## src/rtl/song_reader.sv

```systemverilog
// song_reader: walks song_rom for the selected song and issues note events over valid/ready, pacing on beat ticks
//   clk, reset_n (async active-low); play (1 run, 0 pause); song (latched leaving IDLE); beat (one-cycle tick)
//   rom_addr -> song_rom, rom_dout <- song_rom (valid one cycle after the address is sampled)
//   note_valid/note_ready handshake carrying note and note_duration; song_done held while in DONE
//   ROM word: [15] adv, [14:9] note (0 = rest), [8:3] duration in beats
//   SONG_READER_LOOP_EN: end marker / last entry wraps to entry 0 of the latched song instead of DONE
module song_reader #(
  parameter int SONG_W = 2,
  parameter int IDX_W  = 5,
  parameter int NOTE_W = 6,
  parameter int DUR_W  = 6
) (
  input  logic                    clk,
  input  logic                    reset_n,
  input  logic                    play,
  input  logic [SONG_W-1:0]       song,
  input  logic                    beat,
  output logic [SONG_W+IDX_W-1:0] rom_addr,
  input  logic [15:0]             rom_dout,
  output logic                    note_valid,
  input  logic                    note_ready,
  output logic [NOTE_W-1:0]       note,
  output logic [DUR_W-1:0]        note_duration,
  output logic                    song_done
);
`ifdef SONG_READER_LOOP_EN
  localparam bit LOOP = 1'b1;
`else
  localparam bit LOOP = 1'b0;
`endif
  typedef enum logic [2:0] {IDLE, FETCH, DECODE, ISSUE, WAIT, NEXT, DONE} state_t;
  state_t            state;
  logic [SONG_W-1:0] song_q;
  logic [IDX_W-1:0]  idx;
  logic [DUR_W-1:0]  beat_cnt;
  logic              adv_q;
  logic              w_adv;
  logic [NOTE_W-1:0] w_note;
  logic [DUR_W-1:0]  w_dur;
  logic              unused_bits;
  assign w_adv       = rom_dout[15];
  assign w_note      = rom_dout[9 +: NOTE_W];
  assign w_dur       = rom_dout[3 +: DUR_W];
  assign unused_bits = ^rom_dout[2:0];
  always_ff @(posedge clk or negedge reset_n) begin
    if (!reset_n) begin
      state         <= IDLE;
      song_q        <= '0;
      idx           <= '0;
      rom_addr      <= '0;
      beat_cnt      <= '0;
      adv_q         <= 1'b0;
      note          <= '0;
      note_duration <= '0;
      note_valid    <= 1'b0;
      song_done     <= 1'b0;
    end else begin
      case (state)
        IDLE: if (play) begin
          song_q   <= song;
          idx      <= '0;
          rom_addr <= {song, {IDX_W{1'b0}}};
          state    <= FETCH;
        end
        FETCH: if (play) state <= DECODE;
        DECODE: if (play) begin
          if (w_adv && w_dur == '0) begin
            // end marker: wrap to entry 0 when looping, otherwise finish
            state     <= LOOP ? FETCH : DONE;
            song_done <= !LOOP;
            if (LOOP) begin
              idx      <= '0;
              rom_addr <= {song_q, {IDX_W{1'b0}}};
            end
          end else if (w_note != '0) begin
            note          <= w_note;
            note_duration <= w_dur;
            adv_q         <= w_adv;
            note_valid    <= 1'b1;
            state         <= ISSUE;
          end else if (w_adv) begin
            beat_cnt <= w_dur;
            state    <= WAIT;
          end else begin
            state <= NEXT;
          end
        end
        // the handshake completes even while paused
        ISSUE: if (note_ready) begin
          note_valid <= 1'b0;
          beat_cnt   <= note_duration;
          state      <= adv_q ? WAIT : NEXT;
        end
        WAIT: if (play && beat) begin
          beat_cnt <= beat_cnt - 1'b1;
          if (beat_cnt == DUR_W'(1)) state <= NEXT;
        end
        NEXT: if (play) begin
          if (idx == '1) begin
            state     <= LOOP ? FETCH : DONE;
            song_done <= !LOOP;
            if (LOOP) begin
              idx      <= '0;
              rom_addr <= {song_q, {IDX_W{1'b0}}};
            end
          end else begin
            idx      <= idx + 1'b1;
            rom_addr <= {song_q, idx + 1'b1};
            state    <= FETCH;
          end
        end
        DONE: if (!play) begin
          song_done <= 1'b0;
          state     <= IDLE;
        end
        default: state <= IDLE;
      endcase
    end
  end
endmodule
```

## config.mk

```make
export PLATFORM = sky130hd
export DESIGN_NAME = song_reader
export DESIGN_NICKNAME = d
export VERILOG_FILES = /design/src/rtl/song_reader.sv
export SDC_FILE = /design/constraint.sdc
export NUM_CORES = 1
export LEC_CHECK = 0
export CAP_MARGIN = 20
export CELL_PAD_IN_SITES_DETAIL_PLACEMENT = 1
export CELL_PAD_IN_SITES_GLOBAL_PLACEMENT = 1
export CORE_ASPECT_RATIO = 1.4
export CORE_UTILIZATION = 41
export DETAILED_ROUTE_END_ITERATION = 16
export HOLD_SLACK_MARGIN = 0.15
export PLACE_DENSITY = 0.94
export SYNTH_ARGS = -nofsm -noshare
export SYNTH_HDL_FRONTEND = slang
export SYNTH_SLANG_ARGS = --single-unit
```

## constraint.sdc

```tcl
create_clock -name clk -period 5.9 [get_ports clk]
set_input_delay 0.885 -clock clk [delete_from_list [all_inputs] [get_ports clk]]
set_output_delay 0.885 -clock clk [all_outputs]
set_load 0.01 [all_outputs]
```

### Word level (Yosys, flattened, before mapping)

Index checks and enable logic that the tools add are counted.

| cells by class | value |
|---|---|
| $add $sub $neg | 2 |
| multipliers | 0 |
| divide/modulo/power cells | 0 |
| $lt $le $gt $ge | 0 |
| equality and inequality tests | 23 |
| shift operators | 0 |
| muxes and demuxes | 40 |
| bitwise operators | 1 |
| reduce and logical (&&, ||, !) cells | 16 |

Operators with widths:

| cell | count |
|---|---|
| two-way mux 6 bit | 6 |
| two-way mux 3 bit | 11 |
| inequality test 2 bit, second input constant | 15 |
| two-way mux 7 bit | 3 |
| case mux 3 bit (7 select lines) | 1 |
| case mux 6 bit (3 select lines) | 1 |
| two-way mux 5 bit | 3 |
| case mux 7 bit (2 select lines) | 1 |
| two-way mux 1 bit | 11 |
| case mux 5 bit (2 select lines) | 1 |
| equality test 3 bit, second input constant | 3 |
| AND reduction 4 bit | 2 |
| AND reduction 8 bit | 1 |
| AND reduction 7 bit | 1 |
| equality test 3 x 2 -> 1 bit, second input constant | 2 |
| equality test 6 x 1 -> 1 bit, second input constant | 1 |
| zero test 6 bit | 1 |
| AND reduction 6 bit | 1 |
| nonzero test 3 bit | 2 |
| nonzero test 6 bit | 1 |
| subtractor 6 x 1 -> 6 bit, second input constant | 1 |
| adder 5 x 1 -> 5 bit, second input constant | 1 |
| equality test 5 bit, second input constant | 1 |
| AND reduction 5 bit | 1 |
| other kinds (8) | 10 |

| word-level totals | value |
|---|---|
| register bits after elaboration | 38 |
| bits in latches | 0 |
| memory bits (writable) | 0 |
| memory bits (read-only) | 0 |
| input bits | 23 |
| output and inout port bits | 21 |
| logic and storage cells | 92 |
| memories kept | 0 |

### Depth between registers and ports, before layout

| depth | value |
|---|---|
| word-level depth | 5 |
| mapped depth | 8 |
| depth with buffers taken out | 8 |

### Least setup slack after synthesis

Ideal clock, no wire load.

| path | value |
|---|---|
| path type | input-to-reg |
| from | input port rom_dout[3] |
| to | register adv_q |
| setup time | 0.125 ns |
| arrival | 2.494 ns |
| required time | 5.775 ns |
| setup slack | 3.281 ns |
| cell stages on the path | 7 |
| buffers on the path | 2 |
| cells stage by stage | or4_4 -> nor4b_4 -> nor3_2 -> and3_1 -> buf_6 -> buf_6 -> mux2_4 |

| between the ends | value |
|---|---|
| word-level cells in the longest chain between the ends | 4 |

RTL lines:

| what | line | text |
|---|---|---|
| start: declaration | 19 | `input logic [15:0] rom_dout,` |
| zero test 6 bit | 67 | `if (w_adv && w_dur == '0) begin` |
| logical AND 1 bit | 67 |  |
| NOT 1 bit (no line) | - |  |
| AND reduction 4 bit (no line) | - |  |
| end signal: assignment | 78 | `adv_q <= w_adv;` |
| end: declaration | 36 | `logic adv_q;` |

Every way passes these cells.
A chain may end at the register's enable or synchronous reset.

### Worst setup path in the final report

| path | value |
|---|---|
| from | input port rom_dout[3] |
| to | register note[4] |

| between the ends | value |
|---|---|
| word-level cells in the longest chain between the ends | 4 |

RTL lines:

| what | line | text |
|---|---|---|
| zero test 6 bit | 67 |  |
| logical AND 1 bit | 67 |  |
| NOT 1 bit (no line) | - |  |
| AND reduction 4 bit (no line) | - |  |
| end signal: assignment | 76 | `note <= w_note;` |
| end: declaration | 22 | `output logic [NOTE_W-1:0] note,` |

Every way passes these cells.

==> results by group <==
Run status
  – Result of the run: complete, no violations

Routing
  – Post-detailed-routing wire length: 5070 um
  – Number of remaining DRC errors: 0
  – Total via count after detailed routing: 1638
  – Number of nets with antenna violations after detailed routing: 0
  – Number of detailed-routing iterations run before antenna repair: 4
  – Number of DRC markers in iteration 0: 38
  – DR WL/cell: 17.8 um
  – Via count normalized by instance count: 5.75

Yosys
  – Register bit total from synthesis: 33
  – Fraction of registers with async set or reset after synthesis: 100%
  – Synthesized instance count: between 150 and 200
  – Synthesized area divided by synthesized cell count: 10.2 sq um
  – Unique cell type count in the Yosys netlist: 46
  – Cell area after synthesis: 0.00190 sq mm
  – Post-synthesis sequential area ratio: 43.5%
  – Predominant post-synthesis flop cell: sky130_fd_sc_hd__dfrtp_1
  – Net Count, Synth: 213
  – Number of warnings reported in the yosys synthesis log: 0
  – Number of enable flip-flop cells after synthesis: 0

CTS
  – Buffers from clock root to sink, at most: 2
  – Post-CTS Resized: 0
  – Post-CTS clock slew at the launch and capture registers of the worst setup and hold paths: 0.06 ns
  – Clock tree root buffer cell: sky130_fd_sc_hd__clkbuf_8
  – # Post-CTS Setup Buffers: 0
  – Number of H-tree levels: 2
  – Hold bufs inserted after CTS: 0
  – Number of clock sinks seen by CTS: 33
  – Clock latency of the later-clocked register in the worst-skew pair: 0.30 ns
  – Number of clock buffers inserted by TritonCTS: 5
  – CTS tree: yes

GRT
  – Pin count of the biggest net entering global routing: 34
  – Initial antenna violation count: 0
  – Via count of the first global-routing pass: 1695
  – Global-route wire length before repair: 8310 um
  – Remaining Overflow, GRT: 0
  – Gr usage total: 23.4%

Layout
  – Number of inserted diodes: 0
  – Area of combinational cells with multiple inputs: ~990 sq um
  – NumNets Final: 252
  – Most frequent cells in the layout: 40 x sky130_fd_sc_hd__clkdlybuf4s50_1, 33 x sky130_fd_sc_hd__dfrtp_1, 16 x sky130_fd_sc_hd__nor2_1, 15 x sky130_fd_sc_hd__nand2_1
  – Share of layout cells above drive strength 1: between 10% and 20%
  – Fill cells: 500
  – Most common cell after layout, fill and taps aside: sky130_fd_sc_hd__clkdlybuf4s50_1
  – Synthesis-to-layout area growth: 26.9%
  – Utilization after layout: 55.4%
  – Sequential cell area: 826 sq um

Timing
  – Share of the clock period used by the worst path: between 50% and 60%
  – Worst slew slack as a fraction of its limit: 44.1%
  – Total Negative Setup Slacks: 0 ns
  – Shortest period the worst path allows: 3.14 ns
  – RSZ-0062 raised after global routing: false
  – Transition time at the pin with the least slew margin: 0.838 ns
  – Pins Over Slew Limit: 0
  – Max Clk Rate: 319 MHz
  – Final count of hold timing violations: 0
  – Worst setup skew after layout: 0.00953 ns
  – Setup Viol. Count Final: 0

Setup path
  – CP Capture Type: flop
  – CP Data Required Time: 6.07 ns
  – Data arrival at the endpoint of the critical path: approximately 3.3 ns
  – Slowest-stage cell, CP: sky130_fd_sc_hd__or4_4
  – Setup crit start kind: input port
  – Crit path largest cell delay: a little under 0.6 ns
  – Worst setup path category: input port to flop
  – Maximum net fanout on the critical path: 14
  – Critical path cell sequence: clkdlybuf4s50_1 -> or4_4 -> nor4b_4 -> nor3_2 -> and3_1 -> mux2_1

Power
  – Power density over the cells: about 510 mW/mm^2
  – Max IR drop VDD: 262 uV
  – Leakage power summed over all cells: just over 1 nW

Place
  – Final HPWL from detailed placement: 3640 um
  – Gpl congestion: approximately 0.83
  – Port Buf Inserts: 40

Flow run
  – Max-cap violations: 0

Floorplanning
  – Effective utilization at floorplan: 43.7%
  – # rows: 28
  – Vertical die dimension: 82.5 um
  – Core footprint: 0.00434 sq mm
  – Number of top-level design ports: between 40 and 50
  – Overall die width: 59.5 um
  – Die outline area: approximately 0.0049 sq mm

Hold path
  – Kind of path behind the tightest hold check: flop to flop
## power by group
part / internal (mW) / switching, mW
clock network: 0.0925 / 0.0840
logic: 0.324 / 0.285
registers: 0.331 / 0.117
## sequential cells by signal (all words and copies together), names as in the netlist
signal,count
note_duration,6
song_q,2
beat_cnt,6
note_valid,1
note,6
state,3
song_done,1
adv_q,1
rom_addr,7
## metal layers
metal	vias up	share of wire (%)	GRT usage (%)
met5	-	0	0
met2	47	50	38.2
met3	11	3.5	3.74
met4	0	2.6	11.7
li1	757	-	-
met1	823	44	29.7
## path summary, 6_finish.rpt
path                                           endpoint            startpoint  slack [ns]  cells after the start
max                                 note[4]$_DFFE_PN0P_           rom_dout[3]        2.76                      6
min                                 note[5]$_DFFE_PN0P_   note[5]$_DFFE_PN0P_        0.49                      1
max reg2reg                     beat_cnt[1]$_DFFE_PN0P_  state[2]$_DFFE_PN0P_        3.35                      5
min reg2reg                         note[5]$_DFFE_PN0P_   note[5]$_DFFE_PN0P_        0.49                      1
max in group asynchronous          state[2]$_DFFE_PN0P_               reset_n        4.59                      2
min in group asynchronous  note_duration[1]$_DFFE_PN0P_               reset_n        1.00                      2
## worst max-delay path, delay by kind of cell
family	cells	cell delay (ns)
buffers and inverters	1	0.51
multiplexers	1	0.44
AND/OR/NAND/NOR	4	1.46
## Yosys cell counts (2+ instances only)
master,n,area (sq um)
sky130_fd_sc_hd__nor2b_1,2,12.5
sky130_fd_sc_hd__buf_2,2,10.0
sky130_fd_sc_hd__buf_6,3,33.8
sky130_fd_sc_hd__o21a_1,2,15.0
sky130_fd_sc_hd__and3_1,3,18.8
sky130_fd_sc_hd__inv_1,6,22.5
sky130_fd_sc_hd__a31oi_1,5,31.3
sky130_fd_sc_hd__dfrtp_1,33,826
sky130_fd_sc_hd__nand3_1,7,35.0
sky130_fd_sc_hd__mux2_4,10,150
sky130_fd_sc_hd__nand2b_1,3,18.8
sky130_fd_sc_hd__ha_1,4,50.1
sky130_fd_sc_hd__a21oi_1,12,60.1
sky130_fd_sc_hd__or3_1,2,12.5
sky130_fd_sc_hd__a21o_1,2,15.0
sky130_fd_sc_hd__a22o_1,7,61.3
sky130_fd_sc_hd__mux2_2,3,33.8
sky130_fd_sc_hd__nand2_1,15,56.3
sky130_fd_sc_hd__mux2_1,4,45.0
sky130_fd_sc_hd__nor3b_1,2,15.0
sky130_fd_sc_hd__clkbuf_1,4,15.0
sky130_fd_sc_hd__o21ai_0,12,60.1
sky130_fd_sc_hd__o211ai_1,2,15.0
sky130_fd_sc_hd__mux2i_1,3,30.0
sky130_fd_sc_hd__nor2_1,16,60.1
sky130_fd_sc_hd__nor3_1,2,10.0
## kinds of logic after synthesis
kind of cell / count (synthesis) / synth area share (%)
fa+ha+maj: 4 / 2.64
xor+xnor: 1 / 0.462
simple gates: 62 / 18.1
compound gates: 50 / 17.2
buf+inv: 16 / 4.48
flops: 33 / 43.5
mux: 20 / 13.7
## through the flow
stage | area (sq um) | cells | power [mW] | worst slack [ns] | hold WS (ns)
CTS | 2410 | 285 | 1.24 | 2.76 | 0.503
global placement | 2320 | 278 | 1.02 | 2.50 | 0.478
detailed placement | 2320 | 278 | 1.05 | 2.45 | 0.484
global route | 2410 | 285 | 1.31 | 2.66 | 0.534
finish | 2410 | 285 | 1.23 | 2.76 | 0.494
floorplan | 1900 | 186 | 0.822 | 3.28 | 0.480
## final cells by class
class	instances	share of cell area, %
clock buffers	7	3.59
flip-flops and latches	33	34.3
multi-input cells	137	41.0
well taps	60	3.12
inverters	7	1.09
repair buffers	41	16.9
(Power assumes the default switching activity.)
